### src/rtl/dld_pkg.sv
`default_nettype none
// ============================================================================
// Module  : dld_pkg
// Brief   : Shared types and defaults for the D-latch datapath front end.
// Revision: 1.0 - initial release
// ============================================================================
package dld_pkg;

   typedef enum logic [1:0] {
      STABLE_LO = 2'd0,
      QUAL_HI   = 2'd1,
      STABLE_HI = 2'd2,
      QUAL_LO   = 2'd3
   } filt_state_t;

   localparam int DEF_STABLE_CYCLES = 4;

endpackage
`default_nettype wire

### src/rtl/sync_2ff.sv
`default_nettype none
// ============================================================================
// Module  : sync_2ff
// Brief   : Two-flop synchroniser for a single asynchronous input.
// Revision: 1.0 - initial release
// ============================================================================
module sync_2ff (
   input  logic clk,
   input  logic rst_n,
   input  logic d,
   output logic q
);

   logic r_s1;
   logic r_s2;

   always_ff @(posedge clk or negedge rst_n) begin
      if (!rst_n) begin
         r_s1 <= 1'b0;
         r_s2 <= 1'b0;
      end else begin
         r_s1 <= d;
         r_s2 <= r_s1;
      end
   end

   assign q = r_s2;

endmodule
`default_nettype wire

### src/rtl/glitch_filter_debouncer.sv
`default_nettype none
// ============================================================================
// Module  : glitch_filter_debouncer
// Brief   : Synchronises a raw line, rejects short pulses, emits edge strobes.
// Revision: 1.0 - initial release
// ============================================================================
module glitch_filter_debouncer
   import dld_pkg::*;
#(
   parameter int STABLE_CYCLES = DEF_STABLE_CYCLES,
   parameter int GCNT_W        = 8
) (
   input  logic              clk,
   input  logic              rst_n,
   input  logic              d_raw,
   output logic              q_o,
   output logic              rise_o,
   output logic              fall_o,
   output logic              latch_en_o,
   output logic [GCNT_W-1:0] glitch_cnt_o,
   output logic              busy_o
);

   localparam int                   c_cnt_w    = $clog2(STABLE_CYCLES + 1);
   localparam logic [c_cnt_w-1:0]   c_cnt_last = c_cnt_w'(STABLE_CYCLES - 1);
   localparam bit                   c_direct   = (STABLE_CYCLES == 1);

   logic                w_s2;
   logic [GCNT_W-1:0]   w_gcnt_next;
   filt_state_t         r_state;
   logic [c_cnt_w-1:0]  r_cnt;
   logic                r_q;
   logic                r_rise;
   logic                r_fall;
   logic                r_latch;
   logic [GCNT_W-1:0]   r_gcnt;

   sync_2ff u_sync (
      .clk   (clk),
      .rst_n (rst_n),
      .d     (d_raw),
      .q     (w_s2)
   );

   // Saturating increment: holds at all-ones until the next reset.
   assign w_gcnt_next = (r_gcnt == {GCNT_W{1'b1}}) ? r_gcnt : r_gcnt + GCNT_W'(1);

   always_ff @(posedge clk or negedge rst_n) begin
      if (!rst_n) begin
         r_state <= STABLE_LO;
         r_cnt   <= '0;
         r_q     <= 1'b0;
         r_rise  <= 1'b0;
         r_fall  <= 1'b0;
         r_latch <= 1'b0;
         r_gcnt  <= '0;
      end else begin
         r_rise  <= 1'b0;
         r_fall  <= 1'b0;
         r_latch <= 1'b0;
         case (r_state)
            STABLE_LO: begin
               if (w_s2) begin
                  if (c_direct) begin
                     r_state <= STABLE_HI;
                     r_q     <= 1'b1;
                     r_rise  <= 1'b1;
                     r_latch <= 1'b1;
                  end else begin
                     r_state <= QUAL_HI;
                     r_cnt   <= c_cnt_w'(1);
                  end
               end
            end
            QUAL_HI: begin
               if (!w_s2) begin
                  r_state <= STABLE_LO;
                  r_cnt   <= '0;
                  r_gcnt  <= w_gcnt_next;
               end else if (r_cnt == c_cnt_last) begin
                  r_state <= STABLE_HI;
                  r_cnt   <= '0;
                  r_q     <= 1'b1;
                  r_rise  <= 1'b1;
                  r_latch <= 1'b1;
               end else begin
                  r_cnt   <= r_cnt + c_cnt_w'(1);
               end
            end
            STABLE_HI: begin
               if (!w_s2) begin
                  if (c_direct) begin
                     r_state <= STABLE_LO;
                     r_q     <= 1'b0;
                     r_fall  <= 1'b1;
                     r_latch <= 1'b1;
                  end else begin
                     r_state <= QUAL_LO;
                     r_cnt   <= c_cnt_w'(1);
                  end
               end
            end
            QUAL_LO: begin
               if (w_s2) begin
                  r_state <= STABLE_HI;
                  r_cnt   <= '0;
                  r_gcnt  <= w_gcnt_next;
               end else if (r_cnt == c_cnt_last) begin
                  r_state <= STABLE_LO;
                  r_cnt   <= '0;
                  r_q     <= 1'b0;
                  r_fall  <= 1'b1;
                  r_latch <= 1'b1;
               end else begin
                  r_cnt   <= r_cnt + c_cnt_w'(1);
               end
            end
            default: begin
               r_state <= STABLE_LO;
               r_cnt   <= '0;
            end
         endcase
      end
   end

   assign q_o          = r_q;
   assign rise_o       = r_rise;
   assign fall_o       = r_fall;
   assign latch_en_o   = r_latch;
   assign glitch_cnt_o = r_gcnt;
   assign busy_o       = (r_state == QUAL_HI) || (r_state == QUAL_LO);

endmodule
`default_nettype wire

### config.mk
export PLATFORM = sky130hd
export DESIGN_NAME = glitch_filter_debouncer
export DESIGN_NICKNAME = d
export VERILOG_FILES = /design/src/rtl/dld_pkg.sv /design/src/rtl/sync_2ff.sv /design/src/rtl/glitch_filter_debouncer.sv
export SDC_FILE = /design/constraint.sdc
export NUM_CORES = 1
export LEC_CHECK = 0
export ABC_AREA = 1
export BUFFER_PORTS_ARGS = -buffer_cell sky130_fd_sc_hd__buf_2
export CAP_MARGIN = 10
export CORE_MARGIN = 1.5
export CORE_UTILIZATION = 41
export CTS_BUF_LIST = sky130_fd_sc_hd__clkbuf_4 sky130_fd_sc_hd__clkbuf_8
export DETAILED_ROUTE_END_ITERATION = 12
export GPL_TIMING_DRIVEN = 0
export PLACE_DENSITY = 0.62
export SLEW_MARGIN = 40
export SYNTH_ARGS = -nofsm -noshare
export SYNTH_HDL_FRONTEND = slang
export SYNTH_SLANG_ARGS = --single-unit
export TNS_END_PERCENT = 30
### constraint.sdc
create_clock -name clk -period 2.15 [get_ports clk]
set_input_delay 0.215 -clock clk [delete_from_list [all_inputs] [get_ports clk]]
set_output_delay 0.215 -clock clk [all_outputs]
set_load 0.005 [all_outputs]
==> out/summary.txt, run 1 <==
number of nets produced by synthesis: 115
Clock Path Buffers: 2
RSZ-0062 raised after global routing: false
number of cell rows: 16
area taken by multi-input logic gates: 397 um2
TritonCTS clock tree: done
total inserted antenna cells: 0
clock-pin slew on the worst setup and hold paths: 0.11 ns
global-route layer with the greatest usage: met2
number of buffers created by CTS: 3
crit path time final: 1.44 ns
met3 GRT Util: 0.0446
number of flops mapped to enable cells by yosys: 0
number of synthesis warnings: 0
area of placed instances: 1030 um2
worst-path maximum fanout: 6
final clock period utilization by the worst path: 0.672
worst min path class: in2async
post-route setup slack: 0.705 ns
worst rel slew slack: 0.720
worst setup slack after placement: 0.730 ns
setup slack on the worst flop-to-flop path: 0.71 ns
clock share of power: 0.172
M1 GR Usage: 0.225
clock tree root driver cell: clkbuf_4
global-route wire length before repair: 3280 um
share of power burned in registers: 0.476
number of antenna violations at the first check in global routing: 0
Synth top area share: 0.518
data arrival time of the worst path: 1.68 ns
Port Buf Inserts: 15
weighted congestion reported at the end of routability-driven placement: 0.724
cell repeated most along the worst path: nand2_1
num ports: 16
fraction of layout instances using a drive strength above 1: 0.221
final number of hold-violating endpoints: 0
HPWL Detailed: 1190 um
Via Count: 744
sort of element at the end of the critical path: flip-flop
maxcap violations: 0
die area: 2530 um2
maximum number of pins on one net before global-route repair: 20
total standard cell area after synthesis: 917 um2
maximum clock frequency: 0.692 GHz
Core Footprint: 2040 um2
gate count after technology mapping: 110
post-route cell area: 1080 um2
FF+latch area: 475 um2
Psw: 0.438 mW
number of different library cells in the post-synthesis netlist: 21
height of the chip: 50.3 um
global-route total usage across every layer: 0.171
total wire length after detailed routing: 1700 um
post-synthesis to final-layout area growth: 17.3%
Inst Count DP: 152
number of sinks handled by clock tree synthesis: 19
Final Setup Violations: 0
Worst Setup Start Kind: flip-flop
number of storage elements in the synthesis netlist: 19
clock latency of the later-clocked register in the worst-skew pair: 0.30 ns
xor and xnor area share after synthesis: 0.0286
met2 track demand over resource in global routing: 0.270
ranking of synthesized cells by instance count: 43 x nand2_1, 19 x dfrtp_1, 9 x inv_1, 9 x nor2_1, 5 x o21ai_0
leading cell types by total area after synthesis: dfrtp_1 52%, nand2_1 18%, inv_1 3.7%
leakage power: 0.568 nW
Max rail drop VDD: 482 uV
total power divided by cell area: 1050 nW/um2
adder and majority cell fraction of the synthesized area: 0.0273
post-synthesis cell type with the largest combined area: dfrtp_1
sequential element share of the synthesized area: 0.518
Final #Nets: 137
result of the run: finished, final reports clean
vias per cell: 4.71
Critical Setup Path Class: reg2reg
data required time at the worst endpoint: 2.39 ns
overall overflow remaining after global route: 0
Starting DRT DRC Count: 14
combinational family with the most area after synthesis: simple AND/OR/NAND/NOR gates
most used standard cell by instance count after synthesis: nand2_1
master of the slowest instance on the critical path: dfrtp_1
cell family with the largest share of critical-path delay: simple AND/OR/NAND/NOR gates
final hold slack: 0.367 ns
Combinational Power Share: 0.351
fillers: 195
switching share of power: 0.388
cells traversed along the worst timing path: ha_1, inv_1, nor2_1, nand2_2, nand2_1, nor2_2, nand2_1, nand2_1
setup TNS: 0 ns
Resized cells post-CTS: 0
die width: 50.3 um
CP peak stage delay: 0.45 ns
number of max-slew violations in the final report: 0
final cell count without fillers: 158
Internal Dissipation: 0.690 mW
number of optimization iterations in the first detailed-route pass: 4
Main synth FF type: dfrtp_1
simple-gate portion of the synthesized area: 0.319
multiplexer area fraction after synthesis: 0
Setup Skew: 0.00369 ns
fraction of registers with async set/reset: 1.00
compound-cell area share of the yosys netlist: 0.0573
Mapped Avg Cell Area: 8.34 um2
sum of buffers and inverters on the critical path: 1
transition time of the tightest slew-check pin: 0.420 ns
routed length per instance: 10.8 um
Final ANT Viol Nets: 0
vias in the first global route: 762
initial cell density of the core: 0.449
deepest level of the CTS H-tree: 1
DRC: 0
timing repair:
action                                  CTS  global route
hold endpoints to repair                 20             0
endpoints found under the setup margin    0             0
setup buffers                             0             0
hold buffers                              2             0
per-stage QoR:
stage,power [mW],utilization
after floorplan,0.807,-
after global placement,0.927,0.502
after detailed placement,0.942,0.502
after CTS,1.15,0.527
after global routing,1.24,0.527
final,1.13,0.527
path summary, 6_finish.rpt:
check,start,end,cells after the start
setup / recovery,glitch_cnt_o[0]$_DFFE_PN0P_,glitch_cnt_o[7]$_DFFE_PN0P_,8
hold / removal,rst_n,glitch_cnt_o[6]$_DFFE_PN0P_,2
setup reg to reg,glitch_cnt_o[0]$_DFFE_PN0P_,glitch_cnt_o[7]$_DFFE_PN0P_,8
hold reg to reg,u_sync.r_s1$_DFF_PN0_,u_sync.q$_DFF_PN0_,0
max in group asynchronous,rst_n,fall_o$_DFF_PN0_,2
min in group clk,u_sync.r_s1$_DFF_PN0_,u_sync.q$_DFF_PN0_,0
power by group through the flow:
stage	Combinational [mW]	Sequential [mW]	Clock (mW)
3_3_place_gp	0.388	0.538	0
6_report	0.396	0.537	0.194
3_5_place_dp	0.397	0.545	0
5_1_grt	0.465	0.557	0.222
2_1_floorplan	0.275	0.532	0
4_1_cts	0.402	0.538	0.208
layer usage:
layer  wire (um)  up-vias
li1            -      388
met5           0        -
met3          80        4
met2         799       16
met1         794      336
met4          24        0
registers in the layout, indices dropped and copies added, names as in the netlist, named ones only:
register,count
q_o,1
latch_en_o,1
u_sync.r_s1,1
glitch_cnt_o,8
r_cnt,3
r_state,1
rise_o,1
u_sync.q,1
fall_o,1
layout by cell type, fill, tap and decap left out, types with 3 or more instances in the layout:
master	netlist	final
nand3b_1	3	3
dfrtp_1	19	19
o21ai_0	5	5
clkbuf_4	0	4
nand2_1	43	43
nor2_1	9	9
buf_2	0	15
inv_1	9	9
nand2_2	3	3
area by class of cell:
type                            instances  area share
Clock buffer                            4      0.0279
Sequential cell                        19       0.442
Timing Repair Buffer                   17      0.0884
Multi-Input combinational cell         79       0.369
Tap cell                               27      0.0314
Buffer                                  1     0.00349
Inverter                               11      0.0384
worst reg2reg max path, stage by stage (launching register included):
cell	delay, ns
dfrtp_1	0.45
ha_1	0.26
inv_1	0.06
nor2_1	0.04
nand2_2	0.10
nand2_1	0.07
nor2_2	0.24
nand2_1	0.08
nand2_1	0.07
cell families after synthesis:
| kind of cell | Yosys count |
|---|---|
| buffers and inverters | 12 |
| AND/OR/NAND/NOR | 65 |
| XOR/XNOR | 3 |
| AO/OA/AOI/OAI | 9 |
| flip-flops | 19 |
| adder cells (fa/ha/maj) | 2 |
Note: power is estimated with default switching activity, not from simulation.
==> run 2, diff against run 1 <==
==> constraint.sdc (replaced) <==
create_clock -name clk -period 1.4 [get_ports clk]
set_input_delay 0.14 -clock clk [delete_from_list [all_inputs] [get_ports clk]]
set_output_delay 0.14 -clock clk [all_outputs]
set_load 0.005 [all_outputs]
==> run 2 against run 1 <==
Net effect: clock power is 57% higher; non-clock buffer count unchanged; die area stayed put; register-to-register slack got worse by 0.59 ns; first-iteration DRC count is the same; fmax is 12% higher; critical path depth did not move; sequential share of layout area decreased by 0.74 points; largest power group unchanged; highest routed layer unchanged.
==> out/summary.txt, run 2 (synthesis gave the netlist of run 1 again) <==
vias per cell: 4.66 (-0.94%)
initial cell density of the core: 0.449 (unchanged)
RSZ-0062 raised after global routing: false
most frequent standard cell in the layout excluding fill and tap cells: nand2_1
worst rel slew slack: 0.720 (about the same)
sort of element at the end of the critical path: flip-flop
Worst Setup Start Kind: flip-flop
final number of hold-violating endpoints: 0 (unchanged)
worst-path maximum fanout: 6 (unchanged)
global-route total usage across every layer: 0.172 (+0.000636)
data arrival time of the worst path: 1.53 ns (-0.15 ns)
number of cells traversed by the worst register-to-register path: 8 (unchanged)
Final Setup Violations: 0 (unchanged)
fraction of the core area covered by cells at the end of the flow: 0.537 (+0.0104)
Max rail drop VDD: 755 uV (+57%)
vias in the first global route: 762 (unchanged)
CP peak stage delay: 0.47 ns (+0.02 ns)
deepest level of the CTS H-tree: 1 (unchanged)
Starting DRT DRC Count: 14 (unchanged)
DRC: 0 (unchanged)
TritonCTS clock tree: done
result of the run: finished, final reports clean
total inserted antenna cells: 0 (unchanged)
overall overflow remaining after global route: 0 (unchanged)
number of cell rows: 16 (unchanged)
clock-pin slew on the worst setup and hold paths: 0.11 ns (about the same)
Clock Path Buffers: 2 (unchanged)
die area: 2530 um2 (unchanged)
commonest cells after routing, fill and taps aside: 42 x nand2_1, 18 x dfrtp_1, 15 x buf_2
cells traversed along the worst timing path: ha_4, inv_1, nor2_1, nand2_2, nand2_2, nor2_4, nand2_1, nand2_1
max FFs per register: 8 (unchanged)
post-synthesis to final-layout area growth: 19.6%
maxcap violations: 0 (unchanged)
area taken by multi-input logic gates: 417 um2 (+5.0%)
leakage power: 0.567 nW (about the same)
fraction of layout instances using a drive strength above 1: 0.244 (+0.0229)
number of optimization iterations in the first detailed-route pass: 4 (unchanged)
FF+latch area: 477 um2 (+0.26%)
clock tree root driver cell: clkbuf_4
final clock period utilization by the worst path: 0.919 (+0.247)
master of the slowest instance on the critical path: dfrtp_2
fillers: 191 (-2.1%)
number of antenna violations at the first check in global routing: 0 (unchanged)
Final #Nets: 137 (unchanged)
Port Buf Inserts: 15 (unchanged)
num ports: 16 (unchanged)
Critical Setup Path Class: reg2reg
maximum clock frequency: 0.778 GHz (+12%)
routed length per instance: 10.8 um (+0.47%)
data required time at the worst endpoint: 1.64 ns (-0.75 ns)
total power divided by cell area: 1620 nW/um2 (+54%)
final hold slack: 0.294 ns (-0.0732 ns)
crit path time final: 1.29 ns (-0.158 ns)
total wire length after detailed routing: 1710 um (+0.47%)
number of max-slew violations in the final report: 0 (unchanged)
global-route wire length before repair: 3300 um (+0.64%)
Setup Skew: 0.00148 ns (-0.00221 ns)
Via Count: 737 (-0.94%)
worst min path class: in2async
die width: 50.3 um (unchanged)
maximum number of pins on one net before global-route repair: 20 (unchanged)
sum of internal, switching and leakage power: 1.78 mW (+57%)
Final ANT Viol Nets: 0 (unchanged)
clock latency of the later-clocked register in the worst-skew pair: 0.30 ns (about the same)
height of the chip: 50.3 um (unchanged)
transition time of the tightest slew-check pin: 0.420 ns (-0.000598 ns)
number of sinks handled by clock tree synthesis: 19 (unchanged)
weighted congestion reported at the end of routability-driven placement: 0.724 (unchanged)
number of buffers created by CTS: 3 (unchanged)
setup TNS: 0 ns (unchanged)
Core Footprint: 2040 um2 (unchanged)
HPWL Detailed: 1190 um (unchanged)
[run 2: cell count changes in the layout (fill, tap and decap cells not counted)]
cell / before / now
dfrtp_2: 0 / 1
ha_4: 0 / 1
nand2_2: 3 / 4
nand2_1: 43 / 42
nor2_4: 0 / 1
nor2_2: 2 / 1
dfrtp_1: 19 / 18
ha_1: 2 / 1
[run 2: worst paths after layout]
| path | endpoint | slack (ns) | startpoint |
|---|---|---|---|
| setup / recovery | glitch_cnt_o[7]$_DFFE_PN0P_ | 0.11 | glitch_cnt_o[0]$_DFFE_PN0P_ |
| hold / removal | r_cnt[0]$_DFFE_PN0P_ | 0.29 | rst_n |
| setup reg to reg | glitch_cnt_o[7]$_DFFE_PN0P_ | 0.11 | glitch_cnt_o[0]$_DFFE_PN0P_ |
| hold reg to reg | u_sync.q$_DFF_PN0_ | 0.37 | u_sync.r_s1$_DFF_PN0_ |
| max in group asynchronous | glitch_cnt_o[0]$_DFFE_PN0P_ | 0.79 | rst_n |
| min in group clk | u_sync.q$_DFF_PN0_ | 0.37 | u_sync.r_s1$_DFF_PN0_ |
[run 2: metal layers]
layer | GRT usage | wire length, um
met5 | 0 | 0
met1 | 0.227 | 823
met4 | 0.0676 | 25
met3 | 0.0446 | 61
met2 | 0.270 | 797
[run 2: final cells by class]
cell class,instances,area share
tap,27,0.0308
sequential,19,0.434
clock buffer,4,0.0274
inverter,11,0.0376
multi-input combinational,79,0.380
timing repair buffer,17,0.0867
buffer,1,0.00342
[run 2: what timing repair did]
action / 4_1_cts / 5_1_grt
setup buffers: 0 / 0
hold buffers: 2 / 0
pin swaps: 0 / 2
endpoints found under the setup margin: 6 / 7
gates resized for setup: 1 / 4
endpoints found under the hold margin: 20 / 0
[run 2: critical path, delay by kind of cell, from the launching register on]
family / cells / cell delay (ns)
and+or+nand+nor: 6 / 0.54
DFF: 1 / 0.47
adders and majority gates: 1 / 0.18
buffers and inverters: 1 / 0.05
[run 2: report_power, final]
part | internal, mW | total, mW | switching [mW] | leakage (nW)
logic | 0.272 | 0.633 | 0.361 | 0.303
clock network | 0.130 | 0.304 | 0.173 | 0.0184
registers | 0.677 | 0.840 | 0.162 | 0.246
total | 1.08 | 1.78 | 0.696 | 0.567
[run 2: through the flow]
stage | worst slack (ns) | cell area, um2 | std cells
after floorplan | 0.159 | 917 | 110
after global placement | 0.0103 | 1030 | 152
after detailed placement | -0.0200 | 1030 | 152
after CTS | 0.00610 | 1080 | 158
after global routing | 0.0106 | 1100 | 158
final | 0.114 | 1100 | 158
